--- config.mk ---
export PLATFORM = sky130hd
export DESIGN_NAME = wishbone_register_bank
export DESIGN_NICKNAME = d
export VERILOG_FILES = /design/src/rtl/wishbone_register_bank.sv
export SDC_FILE = /design/constraint.sdc
export NUM_CORES = 1
export LEC_CHECK = 0
export CAP_MARGIN = 20
export CORE_MARGIN = 5
export CORE_UTILIZATION = 38
export DETAILED_ROUTE_END_ITERATION = 7
export GPL_TIMING_DRIVEN = 1
export PLACE_DENSITY = 0.78
export SYNTH_ARGS = -nofsm -noshare
export SYNTH_HDL_FRONTEND = slang
export SYNTH_SLANG_ARGS = --single-unit
--- constraint.sdc ---
create_clock -name in_clock -period 1.7 [get_ports in_clock]
set_input_delay 0.34 -clock in_clock [delete_from_list [all_inputs] [get_ports in_clock]]
set_output_delay 0.34 -clock in_clock [all_outputs]
set_load 0.005 [all_outputs]
--- src/rtl/wishbone_register_bank.sv ---
// Wishbone B3 classic slave exposing NUM_REGS control/status words.
// Each bit is read-only, sticky (W1C), live, or normal; writes are byte-laned.
module wishbone_register_bank #(
    parameter int NUM_REGS   = 4,
    parameter int ADDR_WIDTH = 2,
    parameter int DATA_WIDTH = 32,
    parameter logic [NUM_REGS*DATA_WIDTH-1:0] INITIAL_VALUES = '0,
    parameter logic [NUM_REGS*DATA_WIDTH-1:0] READ_ONLY_BITS = '0,
    parameter logic [NUM_REGS*DATA_WIDTH-1:0] LIVE_BITS      = '0,
    parameter logic [NUM_REGS*DATA_WIDTH-1:0] STICKY_BITS    = '0
) (
    input  logic                           in_clock,
    input  logic                           in_reset_n,
    input  logic                           in_wb_cyc,
    input  logic                           in_wb_stb,
    input  logic                           in_wb_we,
    input  logic [ADDR_WIDTH-1:0]          in_wb_adr,
    input  logic [DATA_WIDTH/8-1:0]        in_wb_sel,
    input  logic [DATA_WIDTH-1:0]          in_wb_dat,
    output logic                           out_wb_ack,
    output logic                           out_wb_err,
    output logic [DATA_WIDTH-1:0]          out_wb_dat,
    output logic [NUM_REGS*DATA_WIDTH-1:0] out_contents,
    input  logic [NUM_REGS*DATA_WIDTH-1:0] in_live_value,
    output logic [NUM_REGS-1:0]            out_write_strobe
);
    localparam int NB = DATA_WIDTH / 8;
    localparam int FW = NUM_REGS * DATA_WIDTH;

    typedef enum logic [1:0] {IDLE, ACK, ERR, DONE} state_e;

    state_e                state_q, state_d;
    logic [FW-1:0]         contents_q, contents_d;
    logic [DATA_WIDTH-1:0] dat_q, dat_d;
    logic [NUM_REGS-1:0]   strobe_q, strobe_d;

    logic                  req;
    logic                  in_range;
    logic [31:0]           adr_ext;
    logic [DATA_WIDTH-1:0] lane_mask;
    logic [DATA_WIDTH-1:0] rd_word;
    logic [NUM_REGS-1:0]   wr_en;

    assign adr_ext  = 32'(in_wb_adr);
    assign req      = in_wb_cyc & in_wb_stb & (state_q == IDLE);
    assign in_range = adr_ext < 32'(NUM_REGS);

    always_comb begin
        lane_mask = '0;
        for (int b = 0; b < NB; b++) begin
            lane_mask[b*8 +: 8] = {8{in_wb_sel[b]}};
        end
    end

    always_comb begin
        wr_en = '0;
        for (int k = 0; k < NUM_REGS; k++) begin
            wr_en[k] = req & in_range & in_wb_we & (adr_ext == k);
        end
    end

    // Live bits lose to read-only and sticky classes on the read path.
    always_comb begin
        rd_word = '0;
        for (int k = 0; k < NUM_REGS; k++) begin
            if (adr_ext == k) begin
                for (int b = 0; b < DATA_WIDTH; b++) begin
                    if (LIVE_BITS[k*DATA_WIDTH+b] &&
                        !READ_ONLY_BITS[k*DATA_WIDTH+b] &&
                        !STICKY_BITS[k*DATA_WIDTH+b]) begin
                        rd_word[b] = in_live_value[k*DATA_WIDTH+b];
                    end else begin
                        rd_word[b] = contents_q[k*DATA_WIDTH+b];
                    end
                end
            end
        end
    end

    // Sticky set is OR-ed in after the W1C clear so a same-cycle set wins.
    always_comb begin
        contents_d = contents_q;
        for (int k = 0; k < NUM_REGS; k++) begin
            for (int b = 0; b < DATA_WIDTH; b++) begin
                if (READ_ONLY_BITS[k*DATA_WIDTH+b]) begin
                    contents_d[k*DATA_WIDTH+b] = INITIAL_VALUES[k*DATA_WIDTH+b];
                end else if (STICKY_BITS[k*DATA_WIDTH+b]) begin
                    contents_d[k*DATA_WIDTH+b] =
                        in_live_value[k*DATA_WIDTH+b] |
                        (contents_q[k*DATA_WIDTH+b] &
                         ~(wr_en[k] & lane_mask[b] & in_wb_dat[b]));
                end else if (wr_en[k] && lane_mask[b]) begin
                    contents_d[k*DATA_WIDTH+b] = in_wb_dat[b];
                end
            end
        end
    end

    assign dat_d    = (req && in_range && !in_wb_we) ? rd_word : '0;
    assign strobe_d = wr_en;

    always_ff @(posedge in_clock or negedge in_reset_n) begin
        if (!in_reset_n) begin
            state_q <= IDLE;
        end else begin
            state_q <= state_d;
        end
    end

    always_comb begin
        state_d = IDLE;
        case (state_q)
            IDLE: begin
                if (in_wb_cyc && in_wb_stb) begin
                    state_d = in_range ? ACK : ERR;
                end
            end
            ACK:     state_d = DONE;
            ERR:     state_d = DONE;
            DONE:    state_d = IDLE;
            default: state_d = IDLE;
        endcase
    end

    always_comb begin
        out_wb_ack = (state_q == ACK);
        out_wb_err = (state_q == ERR);
        out_wb_dat = (state_q == ACK) ? dat_q : '0;
    end

    always_ff @(posedge in_clock or negedge in_reset_n) begin
        if (!in_reset_n) begin
            contents_q <= INITIAL_VALUES;
            dat_q      <= '0;
            strobe_q   <= '0;
        end else begin
            contents_q <= contents_d;
            dat_q      <= dat_d;
            strobe_q   <= strobe_d;
        end
    end

    assign out_contents     = contents_q;
    assign out_write_strobe = strobe_q;

endmodule

==> results by stage <==
Yosys:
- The net count of the mapped netlist is about 620.
- The total of warnings raised by yosys is 0.
- The mean area per synthesized cell is ~16 µm².
- The post-synthesis async set-or-reset flop share is 100%.
- The commonest cells after synthesis are sky130_fd_sc_hd__dfrtp_1 (166), sky130_fd_sc_hd__mux2_2 (123), sky130_fd_sc_hd__nor2b_1 (33).
- The number of distinct standard cells referenced by the synthesized netlist is 28.
- Counting flops and latches in the post-synthesis netlist gives about 170.
- The number of synthesized flops with an enable pin is 0.
- The largest area contributor in the synthesized netlist is sky130_fd_sc_hd__dfrtp_1.
- The sequential cell area fraction in the yosys report is around 58%.
- sky130_fd_sc_hd__dfrtp_1 is the most common cell in the netlist.
- The total standard cell area after synthesis is 7220 µm².
- The synthesized design devotes to its leading area cell type about 58% of total area.
- Ranked by total cell area, the synthesized netlist is headed by sky130_fd_sc_hd__dfrtp_1 (58%), sky130_fd_sc_hd__mux2_2 (19%), sky130_fd_sc_hd__mux4_2 (10%).
- The gate count of the mapped netlist is approximately 450.
- Among all flip-flop cells after synthesis, the most frequent one is sky130_fd_sc_hd__dfrtp_1.

Routing:
- The routed wirelength normalized by instance count is 21.5 µm.
- Once detail routing completed, the nets flagged for antenna violations numbered 0.
- The number of DRC violations after detailed-routing iteration 0 is about 140.
- For this run, design rule violations remaining after detail routing come to 0.
- The wire length after detailed routing is approximately 21000 µm.
- Dividing the detail-routed via count by the number of cells gives 5.07.
- The detailed-routing iteration count for the pre-antenna-repair pass is 4.
- The detailed router placed between 5000 and 6000 vias in this run.

Setup path:
- The arrival time at the worst endpoint is about 1.6 ns.
- For the worst setup path, the data required time is 1.36 ns.
- The reg-to-reg setup timing slack is -0.19 ns.
- For the worst flop-to-flop path, the logic depth is 7.
- The termination of the worst setup path is out_wb_dat[19].
- The worst setup path is captured at a primary output.
- In this design, the stage delay of the slowest critical-path cell is approximately 0.40 ns.
- The critical path starts at state_q[1].
- The element type at the critical path start is a register.
- The cell that appears most often on the critical path is sky130_fd_sc_hd__buf_6.
- The critical path class is register to primary output.
- The endpoint identified for the worst register-to-register timing path is out_contents[36].
- The maximum fanout along the worst path is 5.
- Among all stages on the critical path, the largest delay is contributed by sky130_fd_sc_hd__dfrtp_1.
- Traced cell by cell, the critical path runs through inv_2 > ha_4 > buf_16 > buf_6 > and2_4 > buf_6.
- The start of the worst register-to-register path is state_q[1].

Layout:
- The area growth from synthesis to layout is 59.3%.
- The utilization after layout is between 60 and 70%.
- The post-route netlist has about half of its cells at a drive strength greater than 1.
- The number of standard cells in the final layout excluding fillers is around 1000.
- For this run, the post-layout net count is slightly above 900.
- The repair_antennas step left the layout with diodes totalling 0.

Power:
- The total power is approximately 14 mW.
- The power share of the combinational group is between 30% and 40%.
- The static leakage is 6.17 nW.
- The clock share of power is a little over a quarter.
- The peak supply drop is ~0.00070 V.
- In this run switching power makes up approximately 27% of total power.
- The share of total power dissipated in sequential elements is 38.9%.
- The switching component of the power is 3.77 mW.
- The internal power component is just over 10 mW.
- The power density over the cells is 1210 nW/µm².

STA:
- Setup repair after global routing could not meet its margin everywhere.
- The final-report max-slew violation count is 0.
- The final critical-path share of the clock period is 114%.
- Timing would allow up to roughly 520 MHz.
- In this run the tightest slew margin relative to its limit is between 70% and 80%.
- The number of failing hold endpoints at the final stage is 0.
- Subtracting the final worst setup slack from the clock period gives between 1.5 and 2 ns.
- The worst-margin pin slew is ~0.38 ns.
- The final count of negative-setup-slack endpoints is 160.
- Clock skew on the completed layout was measured at 0.00669 ns.
- The setup slack after layout is -0.241 ns.

Floorplanning:
- From bottom edge to top edge, the die measures approximately 150 µm.
- From left edge to right edge, the die measures 148 µm.
- The number of I/O pins is 337.
- The die covers 21900 µm².
- The core footprint is approximately 19000 µm².
- The row count is 50.
- The effective utilization at floorplan is 38.6%.

Place:
- The HPWL after detailed placement is around 14000 µm.
- The count of buffers from port buffering is ~210.
- The count of placed standard cells including taps is between 900 and 1000.
- Routability-driven placement finished with a final weighted congestion of ~0.80.

Global route:
- The number of global-route vias before repair was around 5600.
- Entering global routing, the biggest net connects between 50 and 60 pins.
- The overall global routing resource usage is 19.4%.
- The total overflow reported by the global router is 0.
- The initial antenna violation count came to 0.
- The global-route wire length before repair is about 33000 µm.

Clock network:
- The number of buffers created by CTS is 17.
- In this run the clock root is driven by a sky130_fd_sc_hd__clkbuf_16.
- The clock drives ~170 sinks.
- The clock passes through at most 2 buffers.
- The clock reaches the later pin of the worst-skew pair after roughly 0.42 ns.
- TritonCTS built the clock tree.
- The deepest level of the CTS H-tree is 4.
- The clock input transition at the sequential cells of the worst setup and hold paths is 0.06 ns.

Status:
- The checks that failed: negative setup slack.
- The run finished, with violations left.

Worst hold path:
- The min-delay analysis places its worst path in the category input pin to register.

Run:
- The number of maximum-capacitance constraint violations is 0.
[metal layers]
| metal | vias up | wire, µm | track usage, % |
|---|---|---|---|
| met4 | 0 | 202 | 5.17 |
| met1 | 2645 | 9120 | 25.3 |
| li1 | 2222 | - | - |
| met2 | 172 | 10700 | 31.9 |
| met3 | 17 | 1400 | 5.82 |
| met5 | - | 0 | 0 |
[worst min path at each step]
stage / start / to / slack (ns) / cells after the start
after detailed placement: in_reset_n / dat_q[30] / 0.27 / 1
after CTS: in_wb_adr[0] / out_write_strobe[0] / 0.35 / 3
after global routing: in_wb_adr[0] / out_write_strobe[0] / 0.37 / 3
final: in_wb_adr[0] / out_write_strobe[0] / 0.36 / 3
after global placement: in_reset_n / out_contents[30] / 0.27 / 1
after floorplan: in_reset_n / dat_q[0] / 0.04 / 0
[through the flow]
step	hold slack [ns]	setup TNS, ns	setup WS, ns	cell area, µm²
floorplan	0.0444	0	0.00976	7230
CTS	0.353	-21.65	-0.252	11100
global route	0.370	-34.01	-0.314	11500
global placement	0.269	-49.11	-0.406	9820
finish	0.358	-24.09	-0.241	11500
detailed placement	0.271	-48.75	-0.423	9820
[layout make-up]
class	instances	area, µm²
Fill cell	1366	7200
Sequential cell	166	4150
Multi-Input combinational cell	256	3270
Timing Repair Buffer	307	3190
Clock buffer	20	467
Tap cell	234	293
Clock inverter	11	115
Inverter	3	11.3
[placed cells by master (no fill, tap or decap), drive strengths merged, types with 12 or more instances in the layout]
cell type	synthesis	layout
dfrtp	166	166
clkdlybuf4s50	0	104
mux4	32	32
buf	17	135
clkbuf	6	20
nor2b	33	33
and2	34	34
mux2	128	128
dlymetal6s2s	0	55
dlygate4sd2	0	12
[power groups by stage]
stage | combinational [mW] | sequential [mW] | clock [mW]
3_3_place_gp | 3.62 | 5.45 | 0
4_1_cts | 4.55 | 5.44 | 3.86
3_5_place_dp | 3.71 | 5.50 | 0
6_report | 4.71 | 5.42 | 3.78
5_1_grt | 5.02 | 5.52 | 4.04
2_1_floorplan | 1.31 | 5.37 | 0
[critical path: cells and delay by family (launching register included)]
family | cells | cell delay, ns
flip-flops | 1 | 0.40
AND/OR/NAND/NOR | 1 | 0.13
buffers and inverters | 4 | 0.41
adder cells (fa/ha/maj) | 1 | 0.23
[flip-flops by register name, summed over array words and instances, names as in the netlist]
register and flops:
state_q 2, out_contents 128, dat_q 32, out_write_strobe 4
[cells by family (layout without fill, tap and decap cells)]
logic type	after synthesis	after routing	share of synthesized area, %
AO/OA/AOI/OAI	1	1	0.0693
adder cells (fa/ha/maj)	3	3	0.520
flip-flops	166	166	57.5
AND/OR/NAND/NOR	92	92	9.64
buffers and inverters	26	341	2.27
multiplexers	160	160	30.0
[what timing repair did]
item                                    4_1_cts  5_1_grt
hold buffers                                  1        0
gates cloned                                  3        0
setup buffers                                28       34
gates resized for setup                     289       71
endpoints found under the setup margin      165      249
pin swaps                                    32        7
endpoints found under the hold margin        34        0
Note: power is estimated with default switching activity, not from simulation.
